**config.mk**
```make
export PLATFORM = sky130hd
export DESIGN_NAME = pushbutton_conditioner_flat
export DESIGN_NICKNAME = d
export VERILOG_FILES = /design/src/rtl/pushbutton_conditioner_if.sv /design/src/rtl/pushbutton_conditioner.sv /design/src/flat_wrapper.sv
export SDC_FILE = /design/constraint.sdc
export NUM_CORES = 1
export LEC_CHECK = 0
export CAP_MARGIN = 20
export CORE_MARGIN = 10
export CORE_UTILIZATION = 50
export CTS_CLUSTER_SIZE = 25
export DETAILED_ROUTE_END_ITERATION = 8
export PLACE_DENSITY = 0.74
export SLEW_MARGIN = 15
export SYNTH_ARGS = -nofsm -noshare
export SYNTH_HDL_FRONTEND = slang
export SYNTH_SLANG_ARGS = --single-unit
export TNS_END_PERCENT = 100
```
**constraint.sdc**
```tcl
create_clock -name clock -period 1.5 [get_ports clock]
set_input_delay 0.375 -clock clock [delete_from_list [all_inputs] [get_ports clock]]
set_output_delay 0.375 -clock clock [all_outputs]
set_load 0.02 [all_outputs]
```
**src/rtl/pushbutton_conditioner_if.sv**
```systemverilog
// Button bus between the board-facing side and the debounced consumer side.
// The master drives the raw button levels; the conditioner (slave) returns the
// stable levels and the one-cycle press/release event pulses.
interface pushbutton_conditioner_if #(
    parameter int WIDTH = 4
);
    logic [WIDTH-1:0] raw_buttons;
    logic [WIDTH-1:0] pushbuttons;
    logic [WIDTH-1:0] press_pulse;
    logic [WIDTH-1:0] release_pulse;
    logic             any_event;

    modport master (
        output raw_buttons,
        input  pushbuttons,
        input  press_pulse,
        input  release_pulse,
        input  any_event
    );

    modport slave (
        input  raw_buttons,
        output pushbuttons,
        output press_pulse,
        output release_pulse,
        output any_event
    );
endinterface

```
**src/rtl/pushbutton_conditioner.sv**
```systemverilog
// Pushbutton conditioner feeding the uP core's pushbuttons input.
// Raw board buttons are brought into the core clock domain through a two-flop
// synchroniser. Each bit is then debounced independently: the stable level only
// follows the synchronised level after it has differed for DEBOUNCE_CYCLES
// uninterrupted cycles. Press/release pulses are registered so they line up with
// the first cycle the new stable level is visible.
module pushbutton_conditioner #(
    parameter int WIDTH           = 4,
    parameter int DEBOUNCE_CYCLES = 4,
    parameter int CNT_W           = 8
) (
    input  logic                    clock,
    input  logic                    reset,
    pushbutton_conditioner_if.slave bus
);

    localparam logic [CNT_W-1:0] CNT_LAST = CNT_W'(DEBOUNCE_CYCLES - 1);
    localparam logic [CNT_W-1:0] CNT_ONE  = CNT_W'(1);

    logic [WIDTH-1:0] sync1_q;
    logic [WIDTH-1:0] sync2_q;
    logic [WIDTH-1:0] stable_q;
    logic [WIDTH-1:0] stable_d;
    logic [WIDTH-1:0] press_q;
    logic [WIDTH-1:0] press_d;
    logic [WIDTH-1:0] release_q;
    logic [WIDTH-1:0] release_d;
    logic [CNT_W-1:0] cnt_q [WIDTH];
    logic [CNT_W-1:0] cnt_d [WIDTH];

    // Per-bit debounce decision: count disagreement, commit on the last count
    always_comb begin
        stable_d  = stable_q;
        press_d   = '0;
        release_d = '0;
        for (int i = 0; i < WIDTH; i++) begin
            cnt_d[i] = '0;
            if (sync2_q[i] != stable_q[i]) begin
                if (cnt_q[i] == CNT_LAST) begin
                    stable_d[i]  = sync2_q[i];
                    press_d[i]   = sync2_q[i];
                    release_d[i] = ~sync2_q[i];
                end else begin
                    cnt_d[i] = cnt_q[i] + CNT_ONE;
                end
            end
        end
    end

    // Synchroniser, debounce counters and registered outputs; reset discards any debounce in flight
    always_ff @(posedge clock) begin
        if (reset) begin
            sync1_q   <= '0;
            sync2_q   <= '0;
            stable_q  <= '0;
            press_q   <= '0;
            release_q <= '0;
            for (int i = 0; i < WIDTH; i++) begin
                cnt_q[i] <= '0;
            end
        end else begin
            sync1_q   <= bus.raw_buttons;
            sync2_q   <= sync1_q;
            stable_q  <= stable_d;
            press_q   <= press_d;
            release_q <= release_d;
            for (int i = 0; i < WIDTH; i++) begin
                cnt_q[i] <= cnt_d[i];
            end
        end
    end

    assign bus.pushbuttons   = stable_q;
    assign bus.press_pulse   = press_q;
    assign bus.release_pulse = release_q;
    assign bus.any_event     = |{press_q, release_q};

endmodule

```
**src/flat_wrapper.sv**
```systemverilog
// flat-port wrapper written by rule: the top's interface ports become plain ports
module pushbutton_conditioner_flat 
#(
    parameter int WIDTH           = 4,
    parameter int DEBOUNCE_CYCLES = 4,
    parameter int CNT_W           = 8
)
  (clock, reset, bus_raw_buttons, bus_pushbuttons, bus_press_pulse, bus_release_pulse, bus_any_event);
  pushbutton_conditioner_if #(.WIDTH(WIDTH)) bus_i ();
  input  logic clock;
  input  logic reset;
  input wire logic [$bits(bus_i.raw_buttons)-1:0] bus_raw_buttons;
  output wire logic [$bits(bus_i.pushbuttons)-1:0] bus_pushbuttons;
  output wire logic [$bits(bus_i.press_pulse)-1:0] bus_press_pulse;
  output wire logic [$bits(bus_i.release_pulse)-1:0] bus_release_pulse;
  output wire logic [$bits(bus_i.any_event)-1:0] bus_any_event;
  assign bus_i.raw_buttons = bus_raw_buttons;
  assign bus_pushbuttons = bus_i.pushbuttons;
  assign bus_press_pulse = bus_i.press_pulse;
  assign bus_release_pulse = bus_i.release_pulse;
  assign bus_any_event = bus_i.any_event;
  pushbutton_conditioner #(.WIDTH(WIDTH), .DEBOUNCE_CYCLES(DEBOUNCE_CYCLES), .CNT_W(CNT_W)) u_core (.clock(clock), .reset(reset), .bus(bus_i));
endmodule
```
==> impl_metrics.yaml, run 1 <==
run_status:
  run_status: "complete, no violations"
power:
  p_sw_uw: 469
  cellPowerDensity_nw_per_um2: 881
  irDropWorstVdd_mv: 0.559
  internal_dissipation_mw: 1.92
  totalPowerFinal_mw: 2.39
  power_frac_clock_pct: 38.5
  comb_power_share_pct: 3.0
  switching_share_pct: 19.6
  power_leakage_nw: 1.01
  seq_power_share_pct: 58.6
clocking:
  clock_tree.root_cell: "clkbuf_8"
  tritoncts: "done"
  numCtsBuffers: 5
  clock_tree.buffer_depth: 2
  htreeDepth: 2
  cts_hold_repair.buffers: 0
  clock-sinks: 52
  clk_pin_slew_ns: 0.09
  worstSkewPairLatency_ns: 0.30
critical_path:
  crit_fanout: 7
  worst_setup_path_startpoint: "u_core.cnt_q[1][1]$_SDFF_PP0_"
  worst_r2r_startpoint: "u_core.cnt_q[1][1]$_SDFF_PP0_"
  reg2reg_setup_slack_ns: 0.007
  critical_path_class: "register to register"
  worst_setup_path_start_kind: "register"
  worst_ep_required_time_ns: 1.70
  cp_data_arrival_time_ns: 1.69
  cp-end-kind: "register"
logic_synthesis:
  synthCells: 223
  yosys-mux-area-fraction_pct: 0
  edff_count_synth: 0
  cell_area_synth_um2: 2020
  synth_top_area_cell: "dfxtp_1"
  synth_top_family_by_area: "simple AND/OR/NAND/NOR gates"
  yosysWarningCount: 0
  synth_simple_gate_area_share_pct: 26.6
  synth.ff_latch_count: 52
  synth_area_per_cell_um2: 9.07
  postSynth.asyncResetShare_pct: 0
  synth_adder_area_share_pct: 2.47
  synth_xor_area_share_pct: 6.93
  synthDistinctLibCells: 24
  synth_sequential_area_ratio_pct: 51.5
  share_of_the_synthesized_area_in_compound_gates_ao_oa_aoi_oai_pct: 9.89
  syn_nets: 233
  post_synth_main_area_contributors: "dfxtp_1, xor2_1, or3_1"
  synth.top_cell.area_share_pct: 51.5
  synthFlopType: "dfxtp_1"
place:
  place_inst: 314
  dpl.hpwl_um: 2950
  gp_routability_congestion: 0.760
  io_buffer_count: 18
global_routing:
  grt_util_all_layers_pct: 11.2
  use_met2_pct: 18.3
  first_pass_grt_wire_length_um: 6710
  grt_max_degree: 16
  grt_pass1_vias: 1579
  global_route.overflow_total: 0
  number_of_antenna_violations_at_the_first_check_in_global_routing: 0
  grt_use_met3_pct: 3.71
  globalRouteMet1Util_pct: 13.0
  grt_busiest_layer: "met2"
routing:
  drt_iter0_drc: 90
  antenna_violating_nets_post_route: 0
  post_drt_wl_per_cell_um: 12.4
  num_vias: 1708
  via_per_inst: 5.27
  remaining_drc_errors: 0
  postRouteWirelength_um: 4030
  detail_route.first_pass.iterations: 4
floorplan:
  floorplan.core_area_um2: 3970
  floorplan.initialDensity_pct: 50.9
  std_cell_rows: 23
  die_y_um: 83.6
  die_area_um2: 6990
  dieWidth_um: 83.6
  boundaryPins: 19
finish:
  final_nets: 283
  fillerInstances: 327
  final_cells: 324
  antenna-diode-count: 0
  area_delta_synth_final_pct: 34.3
  share_of_post_route_cells_with_drive_strength_above_1_pct: 27.4
  commonest_non_fill_non_tap_cell_in_the_layout: "dfxtp_1"
  most-common-layout-cells: "dfxtp_1, buf_4, nand3_1, or3_1, o21ai_0"
sta:
  period_minus_slack_ns: 1.49
  max_freq_mhz: 670
  final.setup_skew_ns: 0.00599
  totalNegativeSetupSlack_ns: 0
  timing_max_transition_violations_final: 0
  grt_setup_unrepaired: "true"
  final_count_of_negative_setup_slack_endpoints: 0
  final_hold_viol_count: 0
  tightestPinTransition_ns: 0.405
  relSlewSlack_pct: 72.6
  min_period_over_period_pct: 99.5
min_path:
  worst_hold_path_type: "register to register"
  hold_path.startpoint: "u_core.sync1_q[1]$_SDFF_PP0_"
flow_run:
  maxCapViolCount: 0
-- stage by stage --
stage          instance area (µm²)  util, %  hold slack [ns]  worst slack [ns]
2_1_floorplan                 2050        -            0.395           0.00203
3_3_place_gp                  2480     62.4            0.419           -0.0616
3_5_place_dp                  2480     62.4            0.434            -0.101
4_1_cts                       2590     65.3            0.454           -0.0130
5_1_grt                       2720     68.4            0.467           -0.0711
6_report                      2720     68.4            0.451           0.00723
-- synthesized netlist by cell type, drive strengths merged (4+ instances only) --
library cell	count
a21oi	16
dfxtp	52
nor2b	8
xnor2	4
nand4	4
nor2	20
nand2	14
or3	16
nand3	17
ha	4
xor2	12
inv	11
o211ai	4
nor3	11
o21ai	16
-- critical path, stage by stage, from the launching register on --
cell      delay, ns
dfxtp_2        0.37
ha_4           0.14
or4b_4         0.45
o211ai_1       0.18
buf_4          0.20
nor2_1         0.05
-- logic make-up after synthesis --
kind of cell,count (synthesis)
fa+ha+maj,4
simple gates,101
buf+inv,14
compound gates,36
xor+xnor,16
flops,52
-- what timing repair did --
| action | CTS | global route |
|---|---|---|
| setup buffers | 1 | 1 |
| pin swaps | 2 | 7 |
| endpoints found under the hold margin | 0 | 0 |
| endpoints found under the setup margin | 27 | 27 |
| gates resized for setup | 22 | 27 |
-- power groups by stage --
stage / logic, mW / registers, mW / clock network (mW)
after floorplan: 0.0292 / 1.43 / 0
after global placement: 0.0615 / 1.43 / 0
after detailed placement: 0.0633 / 1.43 / 0
after CTS: 0.0647 / 1.40 / 0.955
after global routing: 0.0787 / 1.40 / 1.00
final: 0.0711 / 1.40 / 0.920
-- flip-flops by register name (all words and copies together) (netlist names) --
| name | count |
|---|---|
| u_core.bus.press_pulse | 4 |
| u_core.sync1_q | 4 |
| u_core.sync2_q | 4 |
| u_core.cnt_q | 32 |
| u_core.bus.pushbuttons | 4 |
| u_core.bus.release_pulse | 4 |
-- area by class of cell --
class | instances | area [µm²] | share of cell area, %
timing repair buffer | 46 | 378 | 13.9
multi-input combinational | 157 | 1070 | 39.5
tap | 50 | 62.6 | 2.30
inverter | 11 | 41.3 | 1.52
sequential | 52 | 1050 | 38.8
clock inverter | 2 | 35.0 | 1.29
clock buffer | 6 | 72.6 | 2.67
-- per-layer routing --
metal | up-vias | wire (µm)
li1 | 880 | -
met1 | 791 | 1860
met2 | 30 | 1900
met3 | 7 | 198
met4 | 0 | 69
met5 | - | 0
-- path summary, 6_finish.rpt --
check,end,cells past startpoint
min reg2reg,u_core.sync2_q[1]$_SDFF_PP0_,1
max reg2reg,u_core.cnt_q[1][3]$_SDFF_PP0_,5
max,u_core.cnt_q[1][3]$_SDFF_PP0_,5
min,u_core.sync2_q[1]$_SDFF_PP0_,1
(Power assumes the default switching activity.)
==> run 2, diff against run 1 <==
- CORE_UTILIZATION: 50 -> 53
- PLACE_DENSITY: 0.74 -> 0.75
- clock period: 1.5 -> 1.4 ns (I/O delays scaled with it)
==> run 2 against run 1 <==
- the flow now finishes with violations (setup timing)
- sequential share of layout area shrank 0.83 points
- power grew 7.5%
- largest cell class unchanged
- design area grew 1.9%
- critical endpoint is now u_core.cnt_q[2][7]$_SDFF_PP0_
==> impl_metrics.yaml, run 2 (synthesis results as in run 1) <==
run_status:
  run_status: "finished, violations left"
  failed_checks: "setup timing"
critical_path:
  reg2reg_setup_slack_ns: -0.06
  timing.critical_path.max_delay_family: "simple AND/OR/NAND/NOR gates"
  critical_path_class: "register to register"
  cp-end-kind: "register"
  cp_data_arrival_time_ns: 1.65
  critical_path_cell_count: 5
  critPathBufInv: 1
  timing.critical_path.cells: "ha_4 -> or4b_4 -> o211ai_1 -> buf_4 -> a21oi_1"
  crit_fanout: 6
  r2r_cells: 5
  worst_setup_path_start_kind: "register"
  crit_path_max_incr_delay_ns: 0.46
  worst_ep_required_time_ns: 1.59
  critical_path.slowest_cell: "or4b_4"
routing:
  post_drt_wl_per_cell_um: 12.3
  antenna_violating_nets_post_route: 0
  detail_route.first_pass.iterations: 4
  via_per_inst: 5.22
  postRouteWirelength_um: 4040
  num_vias: 1718
  drt_iter0_drc: 85
  remaining_drc_errors: 0
finish:
  top_register: "u_core.cnt_q"
  share_of_post_route_cells_with_drive_strength_above_1_pct: 30.2
  area_delta_synth_final_pct: 36.9
  final_nets: 290
  seq_area_um2: 1050
  largest_reg_flops: 32
  most-common-layout-cells: "dfxtp_1, buf_4, nand3_1"
  commonest_non_fill_non_tap_cell_in_the_layout: "dfxtp_1"
  antenna-diode-count: 0
  postLayoutCellArea_um2: 2770
  fillerInstances: 283
  final_cells: 329
  area_of_combinational_cells_with_multiple_inputs_um2: 1100
place:
  dpl.hpwl_um: 2890
  gp_routability_congestion: 0.777
  place_inst: 319
  dp_worst_setup_slack_ns: -0.169
  io_buffer_count: 18
  post_dp_cell_area_um2: 2560
power:
  cellPowerDensity_nw_per_um2: 929
  irDropWorstVdd_mv: 0.574
  totalPowerFinal_mw: 2.57
  power_leakage_nw: 1.03
clocking:
  clock_tree.root_cell: "clkbuf_8"
  numCtsBuffers: 5
  worstSkewPairLatency_ns: 0.30
  clock_tree.buffer_depth: 2
  clk_pin_slew_ns: 0.09
  tritoncts: "done"
  clock-sinks: 52
  htreeDepth: 2
global_routing:
  grt_pass1_vias: 1611
  global_route.overflow_total: 0
  first_pass_grt_wire_length_um: 6960
  grt_util_all_layers_pct: 13.0
  number_of_antenna_violations_at_the_first_check_in_global_routing: 0
  grt_max_degree: 16
sta:
  min_period_over_period_pct: 105
  final.setup_skew_ns: 0.00581
  relSlewSlack_pct: 79.2
  setup_slack_ns: -0.0646
  timing_max_transition_violations_final: 0
  final_count_of_negative_setup_slack_endpoints: 22
  max_freq_mhz: 683
  final_hold_viol_count: 0
  tightestPinTransition_ns: 0.310
  period_minus_slack_ns: 1.46
  grt_setup_unrepaired: "true"
floorplan:
  die_area_um2: 6690
  std_cell_rows: 22
  floorplan.core_area_um2: 3690
  dieWidth_um: 81.8
  die_y_um: 81.8
  floorplan.initialDensity_pct: 54.9
  boundaryPins: 19
min_path:
  worst_hold_path.num_cells: 1
  worst_hold_path_type: "register to register"
flow_run:
  maxCapViolCount: 0
[run 2: changes by cell type in the layout (fill, tap and decap cells not counted), sizes merged]
cell	change
buf	+7
dlygate4sd2	-5
clkbuf	+4
clkdlybuf4s15	+1
[run 2: report_power, final]
group	total, mW	internal, mW	switching, mW
combinational	0.0744	0.0380	0.0364
clock	0.995	0.531	0.464
sequential	1.50	1.49	0.0101
[run 2: final cells by class]
cell class	count	share of cell area, %
multi-input combinational	157	39.7
sequential	52	38.0
tap	48	2.17
timing repair buffer	53	14.8
clock buffer	6	2.62
clock inverter	2	1.27
inverter	11	1.49
[run 2: worst paths after layout]
kind	start	to
setup / recovery	u_core.cnt_q[2][1]$_SDFF_PP0_	u_core.cnt_q[2][7]$_SDFF_PP0_
hold / removal	u_core.sync1_q[1]$_SDFF_PP0_	u_core.sync2_q[1]$_SDFF_PP0_
setup reg to reg	u_core.cnt_q[2][1]$_SDFF_PP0_	u_core.cnt_q[2][7]$_SDFF_PP0_
hold reg to reg	u_core.sync1_q[1]$_SDFF_PP0_	u_core.sync2_q[1]$_SDFF_PP0_
[run 2: what timing repair did]
item / CTS / global route
hold buffers: 0 / 0
cloned: 0 / 0
buffers inserted: 1 / 1
resized for setup: 25 / 24
hold endpoints to repair: 0 / 0
endpoints found under the setup margin: 43 / 45
pin swaps: 4 / 5
[run 2: through the flow]
step	TNS (ns)	hold WS, ns	utilization, %
floorplan	-0.805	0.414	-
global placement	-1.18	0.419	69.5
detailed placement	-1.60	0.436	69.5
CTS	-1.16	0.456	73.1
global route	-2.62	0.465	75.1
finish	-1.00	0.450	75.1
[run 2: routing by layer]
layer	global-route usage, %	share of wire, %	wire [µm]
met1	15.9	48	1930
met2	20.9	46	1860
met3	3.28	4.9	199
met4	6.12	1.3	52
met5	0	0	0
